`src/rtl/bw_io_impctl_updn_cal.sv`:
```
// rtl/bw_io_impctl_updn_cal.sv - impedance up/down calibration engine (optional tracking: IMPCTL_TRACK_EN)
module bw_io_impctl_updn_cal #(
    parameter int CODE_W = 8,
    parameter int FILT_N = 4,
    parameter int LOCK_CNT = 3,
    parameter logic [CODE_W-1:0] INIT_CODE = {1'b1, {(CODE_W-1){1'b0}}}
) (
    input  logic              clk,
    input  logic              global_reset_n,
    input  logic              start,
    input  logic              sclk,
    input  logic              above,
    input  logic              freeze,
    input  logic              upd_ack,
    output logic [CODE_W-1:0] cbd,
    output logic              upd_valid,
    output logic [CODE_W-1:0] upd_code,
    output logic              locked,
    output logic              busy,
    output logic              sat
);

    typedef enum logic [1:0] {ST_IDLE, ST_SEARCH, ST_LOCKED} state_t;

    localparam logic [1:0] DIR_NONE = 2'd0;
    localparam logic [1:0] DIR_UP   = 2'd1;
    localparam logic [1:0] DIR_DN   = 2'd2;

    state_t              state;
    state_t              state_nxt;
    logic [CODE_W-1:0]   code;
    logic [FILT_N-1:0]   hist;
    logic [3:0]          fill;
    logic                pend;
    logic                pend_up;
    logic [3:0]          rev_cnt;
    logic [1:0]          last_dir;

    logic                filt_en;
    logic [FILT_N:0]     hist_ext;
    logic [FILT_N-1:0]   hist_shift;
    logic [3:0]          fill_inc;
    logic                filt_full;
    logic                filt_unan;
    logic                decide;
    logic                clip;
    logic [CODE_W-1:0]   code_step;
    logic [1:0]          dir_new;
    logic [3:0]          rev_step;
    logic                lock_hit;
    logic                track_step;

    assign busy = (state == ST_SEARCH);

    // Filter qualification, unanimity detection and step arithmetic
    always_comb begin
        filt_en    = 1'b0;
        track_step = 1'b0;
`ifdef IMPCTL_TRACK_EN
        filt_en    = (state == ST_SEARCH || state == ST_LOCKED) && sclk && !freeze && !start;
        track_step = pend && (state == ST_LOCKED);
`else
        filt_en    = (state == ST_SEARCH) && sclk && !freeze && !start;
`endif
        hist_ext   = {hist, above};
        hist_shift = hist_ext[FILT_N-1:0];
        fill_inc   = fill + 4'd1;
        filt_full  = (fill_inc == 4'(FILT_N));
        filt_unan  = (hist_shift == '0) || (hist_shift == '1);
        decide     = filt_en && filt_full && filt_unan;

        clip      = pend_up ? (code == '1) : (code == '0);
        code_step = code;
        if (!clip) begin
            code_step = pend_up ? code + 1'b1 : code - 1'b1;
        end
        dir_new = pend_up ? DIR_UP : DIR_DN;
        // A clipped step may clear the count but never advances it
        rev_step = 4'd0;
        if (last_dir != DIR_NONE && last_dir != dir_new) begin
            rev_step = clip ? rev_cnt : rev_cnt + 4'd1;
        end
        lock_hit = pend && (state == ST_SEARCH) && (rev_step == 4'(LOCK_CNT));
    end

    // FSM state register
    always_ff @(posedge clk or negedge global_reset_n) begin
        if (!global_reset_n) begin
            state <= ST_IDLE;
        end else begin
            state <= state_nxt;
        end
    end

    // FSM next state: start always restarts the search
    always_comb begin
        state_nxt = state;
        if (start) begin
            state_nxt = ST_SEARCH;
        end else begin
            case (state)
                ST_SEARCH: if (lock_hit) state_nxt = ST_LOCKED;
                default:   state_nxt = state;
            endcase
        end
    end

    // Datapath: filter history, code stepping, lock and update handshake
    always_ff @(posedge clk or negedge global_reset_n) begin
        if (!global_reset_n) begin
            code      <= INIT_CODE;
            cbd       <= INIT_CODE;
            upd_code  <= INIT_CODE;
            upd_valid <= 1'b0;
            locked    <= 1'b0;
            sat       <= 1'b0;
            hist      <= '0;
            fill      <= 4'd0;
            pend      <= 1'b0;
            pend_up   <= 1'b0;
            rev_cnt   <= 4'd0;
            last_dir  <= DIR_NONE;
        end else if (start) begin
            code      <= INIT_CODE;
            upd_valid <= 1'b0;
            locked    <= 1'b0;
            sat       <= 1'b0;
            hist      <= '0;
            fill      <= 4'd0;
            pend      <= 1'b0;
            rev_cnt   <= 4'd0;
            last_dir  <= DIR_NONE;
        end else begin
            if (upd_valid && upd_ack) begin
                cbd       <= upd_code;
                upd_valid <= 1'b0;
            end

            pend <= 1'b0;
            if (filt_en) begin
                if (decide) begin
                    hist    <= '0;
                    fill    <= 4'd0;
                    pend    <= 1'b1;
                    pend_up <= above;
                end else if (filt_full) begin
                    // Mixed window: forget the oldest sample and keep collecting
                    hist <= hist_shift;
                    fill <= 4'(FILT_N - 1);
                end else begin
                    hist <= hist_shift;
                    fill <= fill_inc;
                end
            end

            if (pend) begin
                code     <= code_step;
                last_dir <= dir_new;
                if (clip) begin
                    sat <= 1'b1;
                end
                if (state == ST_SEARCH) begin
                    rev_cnt <= rev_step;
                end
            end

            // Lock offer is made even if freeze rose this cycle
            if (lock_hit) begin
                locked    <= 1'b1;
                upd_code  <= code_step;
                upd_valid <= 1'b1;
            end

            if (track_step && !freeze) begin
                upd_code  <= code_step;
                upd_valid <= 1'b1;
            end
        end
    end

endmodule
```
`config.mk`:
```
export PLATFORM = sky130hd
export DESIGN_NAME = bw_io_impctl_updn_cal
export DESIGN_NICKNAME = d
export VERILOG_FILES = /design/src/rtl/bw_io_impctl_updn_cal.sv
export SDC_FILE = /design/constraint.sdc
export NUM_CORES = 1
export LEC_CHECK = 0
export BUFFER_PORTS_ARGS = -buffer_cell sky130_fd_sc_hd__buf_2
export CORE_AREA = 2 2 80 82
export CTS_CLUSTER_DIAMETER = 80
export DETAILED_ROUTE_END_ITERATION = 10
export DIE_AREA = 0 0 82 84
export GPL_TIMING_DRIVEN = 0
export PLACE_DENSITY = 0.61
export SYNTH_ARGS = -nofsm -noshare
export SYNTH_HDL_FRONTEND = slang
export SYNTH_SLANG_ARGS = --single-unit
```
`constraint.sdc`:
```
create_clock -name clk -period 3.7 [get_ports clk]
set_input_delay 0.37 -clock clk [delete_from_list [all_inputs] [get_ports clk]]
set_output_delay 0.37 -clock clk [all_outputs]
set_load 0.02 [all_outputs]
```
==> results by group, run 1 <==
Synthesis
  • Largest family of logic cells by synthesized area: compound AO/OA/AOI/OAI gates
  • Top_reg_cell synth: dfrtp_1
  • Post-synthesis mux area share: 0.103
  • Async set-or-reset flop fraction in the synthesized netlist: 1.00
  • Unique cell type count in the Yosys netlist: between 40 and 50
  • Netlist Area Pre-Place: 0.00236 mm^2
  • EDFF count, synth: 0
  • Synth Warn #: 0
  • Mean area per synthesized cell: around 11 um^2
  • Post-synthesis register bit count: 44
  • Post-synthesis adder-cell area fraction: 0.0562
  • Post-Syn Instances: about 220
  • Synth Area in XOR/XNOR: 0.0334
  • Synthesized net count: between 200 and 250
  • Synth Area in Compound Gates: 0.164
  • Register area share after synthesis: 0.468
  • Synthesized-area fraction occupied by and/or/nand/nor cells: 0.145

Power and ir drop
  • Leak Pwr: around 1.3 nW
  • Switch share: 0.239
  • Combinational Power Share: 0.033
  • Clock power frac: 0.373
  • Flop pwr share: 0.593
  • Worst ir drop on vdd: 239 uV
  • Tot Pwr: around 0.82 mW
  • PD cells: a little over 300 mW/mm^2
  • Internal: 0.622 mW
  • Sw Pwr: between 0.15 and 0.2 mW

Final layout
  • Filler cells: ~600
  • Non-Filler Instances: 331
  • Share of cells above drive strength 1: 0.228
  • Nets: 270
  • Ant diodes: 0
  • Area delta synth->final: 13.0%

Run status
  • Status: finished clean

CTS
  • CTS clk-pin slew, worst paths: around 0.08 ns
  • CTS tree: done
  • Hold buffers post-CTS: 0
  • Clk sink count: 44
  • CTS buffer count: 5
  • Post_cts resized: 0
  • Clk buf depth: 2
  • H-tree Lvls: 2
  • Root Driver: clkbuf_8
  • Clock latency on the worst-skew pair: 0.30 ns
  • Setup Buffers After CTS: 0

STA
  • Slew Viols, Final: 0
  • Sum Neg Setup Slack: 0 ns
  • Final WS setup: between 1 and 1.5 ns
  • Slew HR: 0.344
  • Minimum clock period: 2.51 ns
  • Final number of setup-violating endpoints: 0
  • Clock skew: 0.00367 ns
  • Fmax achieved: ~0.4 GHz
  • Final hold violation count: 0
  • RSZ-0062 raised after global routing: false
  • Slew @ Worst Pin: around 0.98 ns
  • Period utilization: 0.678

Setup path
  • Worst EP arrival: 2.76 ns
  • CP Class: flop to flop
  • Crit-path cells: buf_4, inv_1, ha_1, nor2b_1, o31a_1, o21a_1, o211a_1, nor3_1, mux2_4
  • Worst Path Max Fanout: 8
  • Crit. End Element: flop
  • Crit start category: flop
  • CP max stage cell: dfrtp_1
  • CP max stage delay: around 0.4 ns
  • Worst EP required: ~4 ns

Drt
  • Via count: approximately 1800
  • DRC viols: 0
  • Antenna-violating nets left: 0
  • DRT iter0 DRCs: 72
  • WL met3: ~110 um
  • DR WL met2: around 2300 um
  • DR top layer: met4
  • Total wire length: between 4000 and 5000 um
  • Via density: 5.39
  • DR WL/cell: approximately 15 um
  • DRT met1 WL: around 2500 um
  • DR pass1 iterations: 4

Die
  • Overall die height: 84 um
  • FP Rows: 29
  • Die Width: slightly above 80 um
  • Initial Utilization: 0.387
  • Ports: 27
  • Die area: ~0.0069 mm^2
  • Core Region: 0.00610 mm^2

Placement
  • Placed cell count: ~320
  • IO buf count: 25
  • DP Worst Slack: roughly 1.2 ns
  • RePlAce Congestion: 0.862
  • DP Wirelength: approximately 3600 um

Min path
  • Hold crit path type: input port to asynchronous set/reset pin

GRT
  • GRT Util Overall: 0.160
  • Largest net degree at the start of global routing: 45
  • Initial antenna violation count: 0
  • Vias in the first global route: 1745
  • Global-route wire length before repair: 8560 um
  • Grt total ovfl: 0

Run
  • Max_cap viols: 0
-- synthesized netlist by cell type (2+ instances only) --
library cell	instances	area, um^2
ha_1	9	113
mux2_4	4	60.1
a22oi_1	2	15.0
nor4_1	4	25.0
nor2b_1	2	12.5
a311oi_1	3	26.3
dfstp_2	3	78.8
dfrtp_1	41	1030
nand4_1	2	12.5
mux2i_1	7	70.1
a211oi_1	4	30.0
xor2_1	5	43.8
nor3_1	6	30.0
and3_1	4	25.0
xnor2_1	4	35.0
o21a_1	3	22.5
a21oi_1	14	70.1
clkbuf_1	4	15.0
nand2_1	14	52.6
nand4b_1	2	17.5
nand3_1	5	25.0
o21bai_1	2	15.0
a31oi_1	2	12.5
a21o_1	5	37.5
nor2_1	15	56.3
and3b_1	2	17.5
mux2_2	10	113
a31o_2	2	17.5
o21ai_0	9	45.0
a22o_1	6	52.6
inv_1	8	30.0
-- power groups by stage --
stage	Sequential [mW]	Clock, mW	Combinational, mW
finish	0.485	0.305	0.0271
global route	0.486	0.335	0.0317
CTS	0.485	0.313	0.0285
detailed placement	0.495	0	0.0282
global placement	0.495	0	0.0280
floorplan	0.494	0	0.0114
-- stage by stage --
| stage | utilization | hold WS (ns) | cell area (um^2) |
|---|---|---|---|
| 6_report | 0.437 | 0.225 | 2670 |
| 5_1_grt | 0.437 | 0.311 | 2670 |
| 4_1_cts | 0.437 | 0.274 | 2670 |
| 3_5_place_dp | 0.423 | 0.471 | 2580 |
| 3_3_place_gp | 0.423 | 0.459 | 2580 |
| 2_1_floorplan | - | 0.0744 | 2360 |
-- flip-flops by register name, summed over array words and instances, names as in the netlist --
signal and count:
rev_cnt 4, upd_code 8, upd_valid 1, pend 1
cbd 8, last_dir 2, code 8, sat 1
locked 1, fill 4, pend_up 1, hist 3
state 2
-- cells by family after synthesis --
kind of cell               Yosys count
and+or+nand+nor                     65
xor gates and xnor gates             9
DFF                                 44
muxes                               21
buffers and inverters               15
adders and majority gates           10
AOI/OAI and AO/OA                   57
-- routing by layer --
layer  up-vias  GRT usage
met1       886      0.230
met3         5     0.0390
met5         -          0
li1        877          -
met4         0     0.0455
met2        15      0.239
-- cell usage in the layout (no fill, tap or decap), types with 5 or more instances in the layout --
master	netlist	layout
mux2i_1	7	7
nand2_1	14	14
a21o_1	5	5
ha_1	9	9
buf_2	1	26
a22o_1	6	6
clkbuf_8	0	5
clkbuf_1	4	5
mux2_2	10	10
dfrtp_1	41	41
a21oi_1	14	14
inv_1	8	8
o21ai_0	9	9
nor3_1	6	6
nand3_1	5	5
xor2_1	5	5
nor2_1	15	15
-- cell type report --
| cell class | instances | area [um^2] | area share |
|---|---|---|---|
| Multi-Input combinational cell | 162 | 1180 | 0.445 |
| Sequential cell | 44 | 1100 | 0.415 |
| Timing Repair Buffer | 25 | 125 | 0.0469 |
| Tap cell | 77 | 96.3 | 0.0362 |
| Clock buffer | 6 | 72.6 | 0.0272 |
| Buffer | 7 | 38.8 | 0.0146 |
| Inverter | 8 | 30.0 | 0.0113 |
| Clock inverter | 2 | 12.5 | 0.00469 |
-- final timing paths --
kind                            depth (start not counted)           to  slack, ns           start
worst max-delay path                                    9  upd_code[6]       1.19         pend_up
worst min-delay path                                    1  upd_code[5]       0.22  global_reset_n
worst max register to register                          9  upd_code[6]       1.19         pend_up
worst min register to register                          2       cbd[4]       0.48          cbd[4]
max in group asynchronous                               1      hist[1]       2.87  global_reset_n
min in group clk                                        2      hist[0]       0.33           above
-- worst max-delay path: cells and delay by family (launching register included) --
family	cells	cell delay [ns]
AO/OA/AOI/OAI	3	0.65
AND/OR/NAND/NOR	2	0.50
flip-flops	1	0.40
buffers and inverters	2	0.37
adder cells (fa/ha/maj)	1	0.32
multiplexers	1	0.21
No activity file was read; power rests on OpenSTA's default activity.
==> run 2: changes to the inputs <==
--- a/config.mk
+++ b/config.mk
@@ -11,7 +11,7 @@
 export DETAILED_ROUTE_END_ITERATION = 10
 export DIE_AREA = 0 0 82 84
 export GPL_TIMING_DRIVEN = 0
-export PLACE_DENSITY = 0.61
+export PLACE_DENSITY = 0.64
 export SYNTH_ARGS = -nofsm -noshare
 export SYNTH_HDL_FRONTEND = slang
 export SYNTH_SLANG_ARGS = --single-unit
==> constraint.sdc (replaced) <==
create_clock -name clk -period 2.3 [get_ports clk]
set_input_delay 0.23 -clock clk [delete_from_list [all_inputs] [get_ports clk]]
set_output_delay 0.23 -clock clk [all_outputs]
set_load 0.02 [all_outputs]
==> run 2 against run 1 <==
  * The run now ends with setup timing left
  * Flip-flop and latch count did not move
  * Critical path type unchanged
  * Hold slack worse by 0.15 ns
  * Critical endpoint is now code[6]
  * Sequential power grew 61%
  * Clock power up 57%
  * Via count increased by 3.7%
==> results by group, run 2 (synthesized netlist as in run 1, its figures left out) <==
Drt
  • Via density: around 5.4
  • Antenna-violating nets left: 0
  • Total wire length: 5460 um
  • DRC viols: 0
  • DR WL/cell: roughly 16 um
  • DR pass1 iterations: 5
  • DRT iter0 DRCs: roughly 140
  • Via count: about 1800

CTS
  • Clk buf depth: 2
  • Hold buffers post-CTS: 0
  • CTS clk-pin slew, worst paths: ~0.09 ns
  • CTS tree: done
  • Clk sink count: between 40 and 50
  • H-tree Lvls: 2
  • Clock latency on the worst-skew pair: 0.30 ns
  • Root Driver: clkbuf_8
  • CTS buffer count: 5

STA
  • Fmax achieved: ~0.43 GHz
  • Final number of setup-violating endpoints: 2
  • Slew HR: 0.352
  • Clock skew: a little under 0.007 ns
  • Period utilization: 1.01
  • Slew Viols, Final: 0
  • Slew @ Worst Pin: between 0.9 and 1 ns
  • Final WS setup: -0.0273 ns
  • Final hold violation count: 0
  • Minimum clock period: between 2 and 2.5 ns
  • RSZ-0062 raised after global routing: true

Setup path
  • Worst EP arrival: between 2 and 3 ns
  • Crit start category: flop
  • Reg2Reg Setup Slack: -0.03 ns
  • Worst reg2reg path endpoint: code[6]
  • CP Class: flop to flop
  • Worst EP required: ~2.5 ns
  • Worst Setup EP: code[6]
  • Worst R2R Start: pend_up
  • Worst Path Max Fanout: 5
  • Worst Setup SP: pend_up
  • Crit. End Element: flop
  • Worst R2R Path Depth: 10

Final layout
  • Most frequent cells in the layout: dfrtp_1 (41), buf_2 (26), nor2_1 (15), nand2_1 (13), a21oi_1 (13)
  • Multi-input logic area: 0.00133 mm^2
  • Area delta synth->final: 23.9%
  • Biggest regs: cbd x8, code x8, upd_code x8
  • Ant diodes: 0
  • Register area: 0.00110 mm^2
  • Share of cells above drive strength 1: 0.333
  • Most common cell after layout, fill and taps aside: dfrtp_1
  • Cell area after layout: between 0.002 and 0.003 mm^2
  • Nets: 283
  • Filler cells: 550

GRT
  • GRT Util Overall: 0.161
  • Largest net degree at the start of global routing: 45
  • Initial antenna violation count: 0
  • Global-route wire length before repair: ~8500 um
  • Vias in the first global route: about 1800
  • Grt total ovfl: 0

Placement
  • DP Wirelength: 3560 um
  • RePlAce Congestion: between 0.8 and 0.9
  • Area post-placement: approximately 0.0026 mm^2
  • IO buf count: 25

Power and ir drop
  • Worst ir drop on vdd: 311 uV
  • Sw Pwr: approximately 0.3 mW
  • Internal: between 1 and 1.5 mW
  • PD cells: between 400 and 500 mW/mm^2
  • Clock power frac: 0.367
  • Combinational Power Share: 0.034
  • Flop pwr share: 0.599
  • Tot Pwr: about 1.3 mW
  • Leak Pwr: ~1.4 nW
  • Switch share: 0.232

Run status
  • Violated checks: setup timing
  • Status: complete, but fails checks

Die
  • FP Rows: 29
  • Core Region: just over 0.006 mm^2
  • Die area: 0.00689 mm^2
  • Overall die height: ~84 um
  • Die Width: 82 um
  • Ports: 27
  • Initial Utilization: 0.387

Run
  • Max_cap viols: 0

Min path
  • Hold crit path type: input port to asynchronous set/reset pin
-- run 2: area by class of cell --
class	count	area share
buffer	7	0.0146
timing repair buffer	38	0.0788
multi-input combinational	162	0.455
inverter	8	0.0116
sequential	44	0.378
clock buffer	6	0.0248
tap	77	0.0330
clock inverter	2	0.00428
-- run 2: worst max-delay path, cell delays in order, from the launching register on --
cell,delay (ns)
dfrtp_1,0.37
buf_6,0.13
clkinvlp_4,0.11
buf_6,0.14
ha_4,0.22
nor2b_4,0.13
o31a_1,0.30
o21a_1,0.22
o211a_1,0.24
nor3_2,0.22
a31o_2,0.19
-- run 2: how the worst min path moves through the flow --
stage,depth (start not counted),start,to,slack [ns]
after global placement,1,global_reset_n,cbd[1],0.44
after floorplan,0,global_reset_n,cbd[0],-0.07
after detailed placement,1,global_reset_n,cbd[1],0.44
after global routing,1,global_reset_n,cbd[1],0.16
final,1,global_reset_n,upd_code[4],0.08
after CTS,1,global_reset_n,cbd[3],0.12
-- run 2: per-layer routing --
metal,up-vias,wire [um],global-route usage
met3,2,192,0.0368
met1,910,2580,0.225
met2,37,2650,0.242
li1,900,-,-
met4,0,32,0.0636
met5,-,0,0
-- run 2: timing repair --
item,4_1_cts,5_1_grt
endpoints found under the setup margin,8,10
pin swaps,1,13
resized for setup,9,18
setup buffers,4,9
-- run 2: power by group through the flow --
stage / combinational [mW] / clock (mW) / sequential (mW)
after floorplan: 0.0183 / 0 / 0.795
after global placement: 0.0445 / 0 / 0.796
after detailed placement: 0.0453 / 0 / 0.796
after CTS: 0.0455 / 0.494 / 0.781
after global routing: 0.0507 / 0.522 / 0.782
final: 0.0440 / 0.478 / 0.781
-- run 2: stage by stage --
step	hold WS, ns	util	setup TNS [ns]	cells	worst slack, ns
2_1_floorplan	-0.0656	-	0	221	0.140
3_3_place_gp	0.442	0.423	-0.677	323	-0.143
3_5_place_dp	0.443	0.423	-0.845	323	-0.173
4_1_cts	0.116	0.451	0	335	0.000451
5_1_grt	0.159	0.479	-0.418	344	-0.0903
6_report	0.0775	0.479	-0.0438	344	-0.0273
